## src/rtl/sram_pri_data_ctrl.sv

```systemverilog
// Initiator-side controller for the private data SRAM port: request stream in,
// read data out through a credit-limited response FIFO, optional zero-fill after reset.
module sram_pri_data_ctrl #(
    parameter int ADDR_WIDTH    = 4,
    parameter int DATA_WIDTH    = 128,
    parameter int RSP_DEPTH     = 2,
    parameter bit INIT_ON_RESET = 1'b1
) (
    input  logic                  CLK,
    input  logic                  RST,
    input  logic                  req_valid,
    output logic                  req_ready,
    input  logic                  req_we,
    input  logic [15:0]           req_be,
    input  logic [ADDR_WIDTH-1:0] req_addr,
    input  logic [DATA_WIDTH-1:0] req_wdata,
    output logic                  rsp_valid,
    input  logic                  rsp_ready,
    output logic [DATA_WIDTH-1:0] rsp_rdata,
    output logic                  init_busy,
    output logic                  SRAM_CEN,
    output logic                  SRAM_WEN,
    output logic [15:0]           SRAM_BEN,
    output logic [ADDR_WIDTH-1:0] SRAM_A,
    output logic [DATA_WIDTH-1:0] SRAM_D,
    input  logic [DATA_WIDTH-1:0] SRAM_Q
);

    localparam int DEPTH = 2 ** ADDR_WIDTH;
    localparam int CW    = $clog2(RSP_DEPTH + 1);
    localparam int PW    = (RSP_DEPTH > 1) ? $clog2(RSP_DEPTH) : 1;

    typedef enum logic {ST_INIT, ST_RUN} state_t;

    state_t                r_state;
    logic                  r_initBusy;
    logic [ADDR_WIDTH-1:0] r_initAddr;
    logic [CW-1:0]         r_cnt;
    logic                  r_inflight;
    logic [DATA_WIDTH-1:0] r_fifoMem [RSP_DEPTH];
    logic [PW-1:0]         r_wrPtr;
    logic [PW-1:0]         r_rdPtr;
    logic [CW-1:0]         r_fifoCnt;

    logic w_rspValid;
    logic w_pop;
    logic w_reqReady;
    logic w_fire;
    logic w_readFire;

    function automatic logic [PW-1:0] nextPtr(input logic [PW-1:0] p);
        return (p == PW'(RSP_DEPTH - 1)) ? '0 : p + 1'b1;
    endfunction

    // Reset forces the handshake and SRAM pins idle in the same cycle it is seen.
    assign w_rspValid = !RST && (r_fifoCnt != '0);
    assign w_pop      = w_rspValid && rsp_ready;
    assign w_reqReady = !RST && (r_state == ST_RUN) && ((r_cnt < CW'(RSP_DEPTH)) || w_pop);
    assign w_fire     = req_valid && w_reqReady;
    assign w_readFire = w_fire && !req_we;

    assign req_ready = w_reqReady;
    assign rsp_valid = w_rspValid;
    assign rsp_rdata = r_fifoMem[r_rdPtr];
    assign init_busy = r_initBusy;

    always_comb begin
        SRAM_CEN = 1'b1;
        SRAM_WEN = 1'b1;
        SRAM_BEN = '1;
        SRAM_A   = '0;
        SRAM_D   = '0;
        if (!RST && (r_state == ST_INIT)) begin
            SRAM_CEN = 1'b0;
            SRAM_WEN = 1'b0;
            SRAM_BEN = '0;
            SRAM_A   = r_initAddr;
        end else if (w_fire) begin
            // A write with no byte enables is consumed without touching the macro.
            SRAM_CEN = req_we && (req_be == '0);
            SRAM_WEN = ~req_we;
            SRAM_BEN = req_we ? ~req_be : '0;
            SRAM_A   = req_addr;
            SRAM_D   = req_wdata;
        end
    end

    always_ff @(posedge CLK) begin
        if (RST) begin
            r_state    <= INIT_ON_RESET ? ST_INIT : ST_RUN;
            r_initBusy <= INIT_ON_RESET;
            r_initAddr <= '0;
            r_cnt      <= '0;
            r_inflight <= 1'b0;
            r_wrPtr    <= '0;
            r_rdPtr    <= '0;
            r_fifoCnt  <= '0;
        end else begin
            if (r_state == ST_INIT) begin
                r_initAddr <= r_initAddr + 1'b1;
                if (r_initAddr == ADDR_WIDTH'(DEPTH - 1)) begin
                    r_state    <= ST_RUN;
                    r_initBusy <= 1'b0;
                end
            end
            r_inflight <= w_readFire;
            // cnt covers the read in flight plus FIFO occupancy, so a push always has room.
            r_cnt      <= r_cnt + CW'(w_readFire) - CW'(w_pop);
            if (r_inflight) begin
                r_wrPtr <= nextPtr(r_wrPtr);
            end
            if (w_pop) begin
                r_rdPtr <= nextPtr(r_rdPtr);
            end
            r_fifoCnt <= r_fifoCnt + CW'(r_inflight) - CW'(w_pop);
        end
    end

    always_ff @(posedge CLK) begin
        if (!RST && r_inflight) begin
            r_fifoMem[r_wrPtr] <= SRAM_Q;
        end
    end

endmodule

```

## config.mk

```make
export PLATFORM = sky130hd
export DESIGN_NAME = sram_pri_data_ctrl
export DESIGN_NICKNAME = d
export VERILOG_FILES = /design/src/rtl/sram_pri_data_ctrl.sv
export SDC_FILE = /design/constraint.sdc
export NUM_CORES = 1
export LEC_CHECK = 0
export CORE_AREA = 2 2 218 220
export CTS_BUF_LIST = sky130_fd_sc_hd__clkbuf_8
export CTS_CLUSTER_SIZE = 30
export DETAILED_ROUTE_END_ITERATION = 8
export DIE_AREA = 0 0 220 222
export GPL_TIMING_DRIVEN = 0
export PLACE_DENSITY = 0.53
export SYNTH_ARGS = -nofsm -noshare
export SYNTH_HDL_FRONTEND = slang
export SYNTH_SLANG_ARGS = --single-unit
```

## constraint.sdc

```tcl
create_clock -name CLK -period 14.4 [get_ports CLK]
set_input_delay 2.16 -clock CLK [delete_from_list [all_inputs] [get_ports CLK]]
set_output_delay 2.16 -clock CLK [all_outputs]
set_load 0.02 [all_outputs]
```

==> impl_metrics.xml, run 1 <==
<?xml version="1.0" encoding="UTF-8"?>
<metrics>
  <group name="run_status">
    <metric name="outcome" unit="">finished clean</metric>
  </group>
  <group name="worst_setup_path">
    <metric name="worst_setup_path_start_kind" unit="">input port</metric>
    <metric name="path_class" unit="">in -&gt; out</metric>
    <metric name="reg2regPathDepth" unit="">7</metric>
    <metric name="timing.reg2reg.setup_slack" unit="ns">12.00</metric>
    <metric name="end_of_the_worst_register_to_register_path" unit="">r_fifoMem[0][7]</metric>
    <metric name="crit_chain" unit="">clkdlybuf4s50_1 &gt; o21ai_1 &gt; a211oi_4 &gt; clkbuf_1 &gt; and2_1 &gt; clkdlybuf4s50_1</metric>
    <metric name="crit_required" unit="ns">12.24</metric>
    <metric name="worst_path_most_repeated_cell" unit="">clkdlybuf4s50_1</metric>
    <metric name="max_stage_delay" unit="ns">0.66</metric>
    <metric name="timing.critical_path.fanout_max" unit="">10</metric>
    <metric name="crit_arrival" unit="ns">4.60</metric>
    <metric name="worstSetupEndpointType" unit="">output port</metric>
    <metric name="worst_r2r_startpoint" unit="">r_inflight</metric>
    <metric name="critical_path.slowest_cell" unit="">clkdlybuf4s50_1</metric>
  </group>
  <group name="worst_hold_path">
    <metric name="worstHoldStart" unit="">init_busy</metric>
    <metric name="hold_path_class" unit="">reg -&gt; reg</metric>
    <metric name="whs_path_depth" unit="">1</metric>
    <metric name="hold_path_end" unit="">init_busy</metric>
  </group>
  <group name="clocking">
    <metric name="numCtsBuffers" unit="">47</metric>
    <metric name="cts_hold_buf" unit="">0</metric>
    <metric name="cts_tree" unit="">built</metric>
    <metric name="cts_sink_cnt" unit="">270</metric>
    <metric name="insertion_delay" unit="ns">0.56</metric>
    <metric name="path_clk_slew" unit="ns">0.06</metric>
    <metric name="h_tree_depth" unit="">2</metric>
    <metric name="ctsResizeCount" unit="">0</metric>
    <metric name="ctsRootBufferMaster" unit="">clkbuf_8</metric>
    <metric name="setup_fix_buffers_added_after_clock_tree_synthesis" unit="">0</metric>
    <metric name="cts_buffer_depth" unit="">3</metric>
  </group>
  <group name="synthesis">
    <metric name="ys_ff_latch" unit="">270</metric>
    <metric name="netlist.area_leader.share" unit="">0.6957</metric>
    <metric name="post_synthesis_cells" unit="">657</metric>
    <metric name="synth_largest_area_cell" unit="">edfxtp_1</metric>
    <metric name="mappedNetlistNets" unit="">943</metric>
    <metric name="synth-seq-area-share" unit="">0.7211</metric>
    <metric name="synth.distinct_cells" unit="">35</metric>
    <metric name="syn_area" unit="um2">11050</metric>
    <metric name="yosysWarnings" unit="">0</metric>
    <metric name="synth-edff-count" unit="">256</metric>
    <metric name="ys_async_sr_fraction" unit="">0</metric>
    <metric name="synthesis.area_per_instance" unit="um2">16.82</metric>
    <metric name="ys.flop_type" unit="">edfxtp_1</metric>
    <metric name="synth.area.top_cells" unit="">edfxtp_1 70%, mux2_2 13%, and2_1 7.3%</metric>
  </group>
  <group name="global_route">
    <metric name="antenna_found_initial" unit="">6</metric>
    <metric name="grt_first_pass_wirelength" unit="um">58730</metric>
    <metric name="groute.layer.met1.usage" unit="">0.1675</metric>
    <metric name="global_route.usage.met3" unit="">0.07901</metric>
    <metric name="globalRouteTotalUtil" unit="">0.1652</metric>
    <metric name="gr_layer_usage_met2" unit="">0.2979</metric>
    <metric name="number_of_global_route_vias_before_repair" unit="">8811</metric>
    <metric name="global_route.overflow_total" unit="">0</metric>
    <metric name="busiest_layer" unit="">met2</metric>
    <metric name="grt_max_degree" unit="">51</metric>
  </group>
  <group name="job">
    <metric name="maxCapViolations" unit="">0</metric>
  </group>
  <group name="detailed_routing">
    <metric name="routedWlPerCell" unit="um">21.59</metric>
    <metric name="avgViaCountPerCell" unit="">4.129</metric>
    <metric name="drcViolationCount" unit="">0</metric>
    <metric name="drt_pass1_iterations" unit="">4</metric>
    <metric name="routed_vias" unit="">7931</metric>
    <metric name="finalWirelength" unit="um">41470</metric>
    <metric name="drtIter0Drc" unit="">329</metric>
    <metric name="ant_nets" unit="">0</metric>
  </group>
  <group name="timing">
    <metric name="timing.max_slew.rel_slack" unit="">0.4662</metric>
    <metric name="final.setup_skew" unit="ns">0.01666</metric>
    <metric name="worst_slew_pin_slew" unit="ns">0.8007</metric>
    <metric name="final.period_utilization" unit="">0.4695</metric>
    <metric name="report.final.slew_viol_count" unit="">0</metric>
    <metric name="hold_violations" unit="">0</metric>
    <metric name="max_frequency" unit="MHz">147.9</metric>
    <metric name="rsz_0062_raised_after_global_routing" unit="">false</metric>
    <metric name="timing.final.setup_violations" unit="">0</metric>
    <metric name="timing.final.crit_period" unit="ns">6.761</metric>
  </group>
  <group name="layout">
    <metric name="drive_gt1_frac" unit="">0.1721</metric>
    <metric name="finish.utilization" unit="">0.3993</metric>
    <metric name="nets" unit="">1569</metric>
    <metric name="fillerInstances" unit="">4470</metric>
    <metric name="area_taken_by_multi_input_logic_gates" unit="um2">2844</metric>
    <metric name="final_cells" unit="">1921</metric>
    <metric name="layout_common_cells" unit="">560 x clkdlybuf4s50_1, 256 x edfxtp_1, 129 x and2_1</metric>
    <metric name="most_common_cell_after_layout_fill_and_taps_aside" unit="">clkdlybuf4s50_1</metric>
    <metric name="layout-area-overhead-vs-synth" unit="%">67.18</metric>
    <metric name="regArea" unit="um2">7968</metric>
  </group>
  <group name="pwr">
    <metric name="total_leakage_power" unit="nW">6.400</metric>
    <metric name="power.density" unit="nW/um2">85.94</metric>
    <metric name="ir_worst_vdd" unit="uV">49.29</metric>
  </group>
  <group name="floorplanning">
    <metric name="coreArea" unit="um2">46260</metric>
    <metric name="site_row_count" unit="">79</metric>
    <metric name="horizontal_extent_of_the_die" unit="um">220</metric>
    <metric name="initial_core_util" unit="">0.2389</metric>
    <metric name="dieHeight" unit="um">222</metric>
    <metric name="design.die.area" unit="um2">48840</metric>
    <metric name="pin_count" unit="">562</metric>
  </group>
  <group name="placed_design">
    <metric name="dpl.cell_count" unit="">1841</metric>
    <metric name="gp_routability_congestion" unit="">0.8590</metric>
    <metric name="dpl.hpwl" unit="um">32310</metric>
    <metric name="port_buffers" unit="">560</metric>
  </group>
</metrics>
[registers in the layout (all words and copies together), names as in the netlist, named ones only]
name	cells
init_busy	1
r_cnt	2
r_fifoCnt	2
r_fifoMem	256
r_inflight	1
r_initAddr	4
r_rdPtr	1
r_state	1
r_wrPtr	1
[metal layers]
metal,routed length (um),share of wire
met1,14240,0.34
met4,948,0.023
met2,21560,0.52
met5,50,0.0012
met3,4677,0.11
[worst max-delay path, delay by kind of cell]
kind                   cells  cell delay, ns
AND/OR/NAND/NOR            1            0.24
AO/OA/AOI/OAI              2            0.64
buffers and inverters      3            1.55
[cells by family (layout without fill, tap and decap cells)]
family                     after synthesis  count (layout)  synth area share
muxes                                  129             129            0.1314
AOI/OAI and AO/OA                       31              31           0.01744
DFF                                    270             270            0.7211
other                                    0               1                 0
and+or+nand+nor                        173             173           0.09659
xor gates and xnor gates                 7               7          0.005549
adders and majority gates                5               5          0.005662
buffers and inverters                   42             698           0.02231
[cells in the mapped netlist, types with 2 or more instances]
cell type and instances:
buf_6 9, xor2_1 4, mux2_2 128, ha_1 5, edfxtp_1 256, and2_1 129
clkbuf_2 2, clkbuf_1 12, a22o_1 4, a21oi_1 20, inv_1 6, nor2_1 10
nand2b_1 17, nand3_1 2, xnor2_1 3, nor2b_1 4, dfxtp_1 14, or3_1 2
nor3_1 2, nor4_1 2, buf_2 12
[report_power, final]
| part | internal [mW] | total, mW | switching [mW] |
|---|---|---|---|
| sequential | 0.859 | 0.861 | 0.00124 |
| combinational | 0.0751 | 0.102 | 0.0268 |
| clock | 0.329 | 0.625 | 0.296 |
[layout make-up]
cell class	count	share of cell area
multi-input combinational	345	0.1540
inverter	6	0.001219
sequential	270	0.4313
timing repair buffer	577	0.3156
clock inverter	30	0.008060
clock buffer	49	0.03651
buffer	36	0.01212
tap	607	0.04111
antenna	1	0.0001355
[metrics by stage]
stage	TNS (ns)	setup slack (ns)	hold slack, ns	area (um2)	power [mW]
6_report	0	7.639	0.4679	18470	1.588
5_1_grt	0	7.513	0.4872	18470	1.657
4_1_cts	0	7.593	0.4682	18470	1.618
3_5_place_dp	0	7.609	0.4432	17650	0.9775
3_3_place_gp	-696.94	-5.462	0.4366	17410	0.9752
2_1_floorplan	0	1.814	0.4799	11050	0.8883
[worst max-delay path by stage]
stage	start	end	slack, ns	depth (start not counted)
after global placement	RST	r_fifoMem[0][6]	-5.46	3
after CTS	rsp_ready	SRAM_D[127]	7.59	6
after floorplan	RST	r_fifoMem[0][0]	1.81	3
final	rsp_ready	SRAM_D[18]	7.64	6
after detailed placement	rsp_ready	SRAM_D[127]	7.61	6
after global routing	rsp_ready	SRAM_D[20]	7.51	6
Note: power is estimated with default switching activity, not from simulation.
==> run 2, diff against run 1 <==
clock period = 7.05 ns   (was 14.4 ns; I/O delays follow)
==> impl_metrics.xml, run 2 (synthesized netlist as in run 1, its figures left out) <==
<?xml version="1.0" encoding="UTF-8"?>
<metrics>
  <group name="layout">
    <metric name="top_register" unit="">r_fifoMem</metric>
    <metric name="finish.utilization" unit="">0.4030</metric>
    <metric name="final_cells" unit="">1938</metric>
    <metric name="drive_gt1_frac" unit="">0.1708</metric>
    <metric name="largest_registers" unit="">r_fifoMem x256, r_initAddr x4</metric>
    <metric name="largest_register_ff_count" unit="">256</metric>
    <metric name="layout-area-overhead-vs-synth" unit="%">68.72</metric>
    <metric name="most_common_cell_after_layout_fill_and_taps_aside" unit="">clkdlybuf4s50_1</metric>
    <metric name="layout_common_cells" unit="">560 x clkdlybuf4s50_1, 256 x edfxtp_1, 129 x and2_1</metric>
    <metric name="nets" unit="">1565</metric>
  </group>
  <group name="floorplanning">
    <metric name="horizontal_extent_of_the_die" unit="um">220</metric>
    <metric name="pin_count" unit="">562</metric>
    <metric name="initial_core_util" unit="">0.2389</metric>
    <metric name="design.die.area" unit="um2">48840</metric>
    <metric name="coreArea" unit="um2">46260</metric>
    <metric name="site_row_count" unit="">79</metric>
    <metric name="dieHeight" unit="um">222</metric>
  </group>
  <group name="clocking">
    <metric name="cts_hold_buf" unit="">0</metric>
    <metric name="setup_fix_buffers_added_after_clock_tree_synthesis" unit="">0</metric>
    <metric name="numCtsBuffers" unit="">47</metric>
    <metric name="insertion_delay" unit="ns">0.58</metric>
    <metric name="path_clk_slew" unit="ns">0.07</metric>
    <metric name="cts_buffer_depth" unit="">3</metric>
    <metric name="h_tree_depth" unit="">2</metric>
    <metric name="ctsResizeCount" unit="">0</metric>
    <metric name="cts_tree" unit="">built</metric>
    <metric name="ctsRootBufferMaster" unit="">clkbuf_8</metric>
    <metric name="cts_sink_cnt" unit="">270</metric>
  </group>
  <group name="placed_design">
    <metric name="dpl.hpwl" unit="um">35230</metric>
    <metric name="dpl.cell_count" unit="">1837</metric>
    <metric name="gp_routability_congestion" unit="">0.9061</metric>
    <metric name="port_buffers" unit="">560</metric>
  </group>
  <group name="global_route">
    <metric name="global_route.overflow_total" unit="">0</metric>
    <metric name="number_of_global_route_vias_before_repair" unit="">8715</metric>
    <metric name="antenna_found_initial" unit="">23</metric>
    <metric name="grt_max_degree" unit="">38</metric>
    <metric name="globalRouteTotalUtil" unit="">0.1778</metric>
    <metric name="grt_first_pass_wirelength" unit="um">61730</metric>
  </group>
  <group name="worst_setup_path">
    <metric name="crit_arrival" unit="ns">3.43</metric>
    <metric name="timing.reg2reg.setup_slack" unit="ns">4.82</metric>
    <metric name="path_class" unit="">in -&gt; out</metric>
    <metric name="crit_required" unit="ns">5.99</metric>
    <metric name="end_of_the_worst_register_to_register_path" unit="">r_cnt[1]</metric>
    <metric name="worst_r2r_startpoint" unit="">r_state</metric>
    <metric name="timing.critical_path.fanout_max" unit="">10</metric>
    <metric name="reg2regPathDepth" unit="">10</metric>
    <metric name="worstSetupEndpointType" unit="">output port</metric>
    <metric name="worst_setup_path_start_kind" unit="">input port</metric>
  </group>
  <group name="detailed_routing">
    <metric name="routedWlPerCell" unit="um">23.17</metric>
    <metric name="avgViaCountPerCell" unit="">4.159</metric>
    <metric name="drcViolationCount" unit="">0</metric>
    <metric name="ant_nets" unit="">0</metric>
    <metric name="routed_vias" unit="">8061</metric>
    <metric name="drtIter0Drc" unit="">371</metric>
    <metric name="drt_pass1_iterations" unit="">6</metric>
    <metric name="finalWirelength" unit="um">44910</metric>
  </group>
  <group name="timing">
    <metric name="final.hold.worst_slack" unit="ns">0.4614</metric>
    <metric name="final.setup_skew" unit="ns">0.01505</metric>
    <metric name="timing.final.crit_period" unit="ns">4.487</metric>
    <metric name="worst_slew_pin_slew" unit="ns">0.7087</metric>
    <metric name="timing.final.setup_violations" unit="">0</metric>
    <metric name="timing.max_slew.rel_slack" unit="">0.5271</metric>
    <metric name="final.period_utilization" unit="">0.6365</metric>
    <metric name="rsz_0062_raised_after_global_routing" unit="">false</metric>
    <metric name="report.final.slew_viol_count" unit="">0</metric>
    <metric name="hold_violations" unit="">0</metric>
    <metric name="max_frequency" unit="MHz">222.9</metric>
  </group>
  <group name="run_status">
    <metric name="outcome" unit="">finished clean</metric>
  </group>
  <group name="worst_hold_path">
    <metric name="whs_path_depth" unit="">1</metric>
    <metric name="hold_path_end" unit="">init_busy</metric>
    <metric name="hold_path_class" unit="">reg -&gt; reg</metric>
    <metric name="worstHoldStart" unit="">init_busy</metric>
  </group>
  <group name="pwr">
    <metric name="total_leakage_power" unit="nW">6.436</metric>
    <metric name="power.density" unit="nW/um2">181.7</metric>
    <metric name="ir_worst_vdd" unit="uV">107.5</metric>
  </group>
  <group name="job">
    <metric name="maxCapViolations" unit="">0</metric>
  </group>
</metrics>
[run 2: cell count changes in the layout (fill, tap and decap cells not counted), sizes merged]
| cell | delta |
|---|---|
| clkinv | +7 |
| diode | +13 |
| inv | -1 |
| clkbuf | -1 |
| bufinv | +3 |
| buf | -4 |
[run 2: cell type report]
| cell class | count | area (um2) |
|---|---|---|
| timing repair buffer | 573 | 5861 |
| clock inverter | 39 | 262.8 |
| tap | 607 | 759.5 |
| inverter | 6 | 22.52 |
| clock buffer | 48 | 660.6 |
| sequential | 270 | 7968 |
| multi-input combinational | 345 | 2850 |
| fill | 4415 | 27620 |
| buffer | 36 | 224.0 |
| antenna | 14 | 35.03 |
[run 2: worst max path at each step]
stage                          from  slack, ns                to
after floorplan                 RST       0.16   r_fifoMem[0][0]
after global placement          RST      -3.79  r_fifoMem[0][75]
after detailed placement  rsp_ready       2.53        SRAM_D[78]
after CTS                 rsp_ready       2.51        SRAM_D[78]
after global routing      rsp_ready       2.43        SRAM_D[49]
final                     rsp_ready       2.56        SRAM_D[78]
[run 2: per-layer routing]
metal / track usage / part of all wire / vias to the layer above
li1: - / - / 3685
met1: 0.1760 / 0.35 / 3955
met2: 0.3109 / 0.51 / 343
met3: 0.08999 / 0.11 / 66
met4: 0.07512 / 0.030 / 12
met5: 0 / 0.0017 / -
[run 2: worst max-delay path, stage by stage]
cell	delay, ns
clkdlybuf4s50_1	0.48
o21ai_1	0.13
a211oi_4	0.51
buf_6	0.25
buf_6	0.14
and2_1	0.12
clkdlybuf4s50_1	0.72
[run 2: metrics by stage]
| stage | power [mW] | worst slack, ns | TNS, ns | area, um2 |
|---|---|---|---|---|
| floorplan | 1.815 | 0.1625 | 0 | 11050 |
| global placement | 1.995 | -3.788 | -482.75 | 17420 |
| detailed placement | 1.998 | 2.534 | 0 | 17680 |
| CTS | 3.447 | 2.512 | 0 | 18610 |
| global route | 3.529 | 2.427 | 0 | 18640 |
| finish | 3.387 | 2.563 | 0 | 18640 |
[run 2: power breakdown]
group | total [mW] | leakage (nW) | internal, mW | switching (mW)
logic | 0.211 | 3.49 | 0.153 | 0.0574
clock network | 1.42 | 0.530 | 0.780 | 0.639
registers | 1.76 | 2.41 | 1.75 | 0.00200
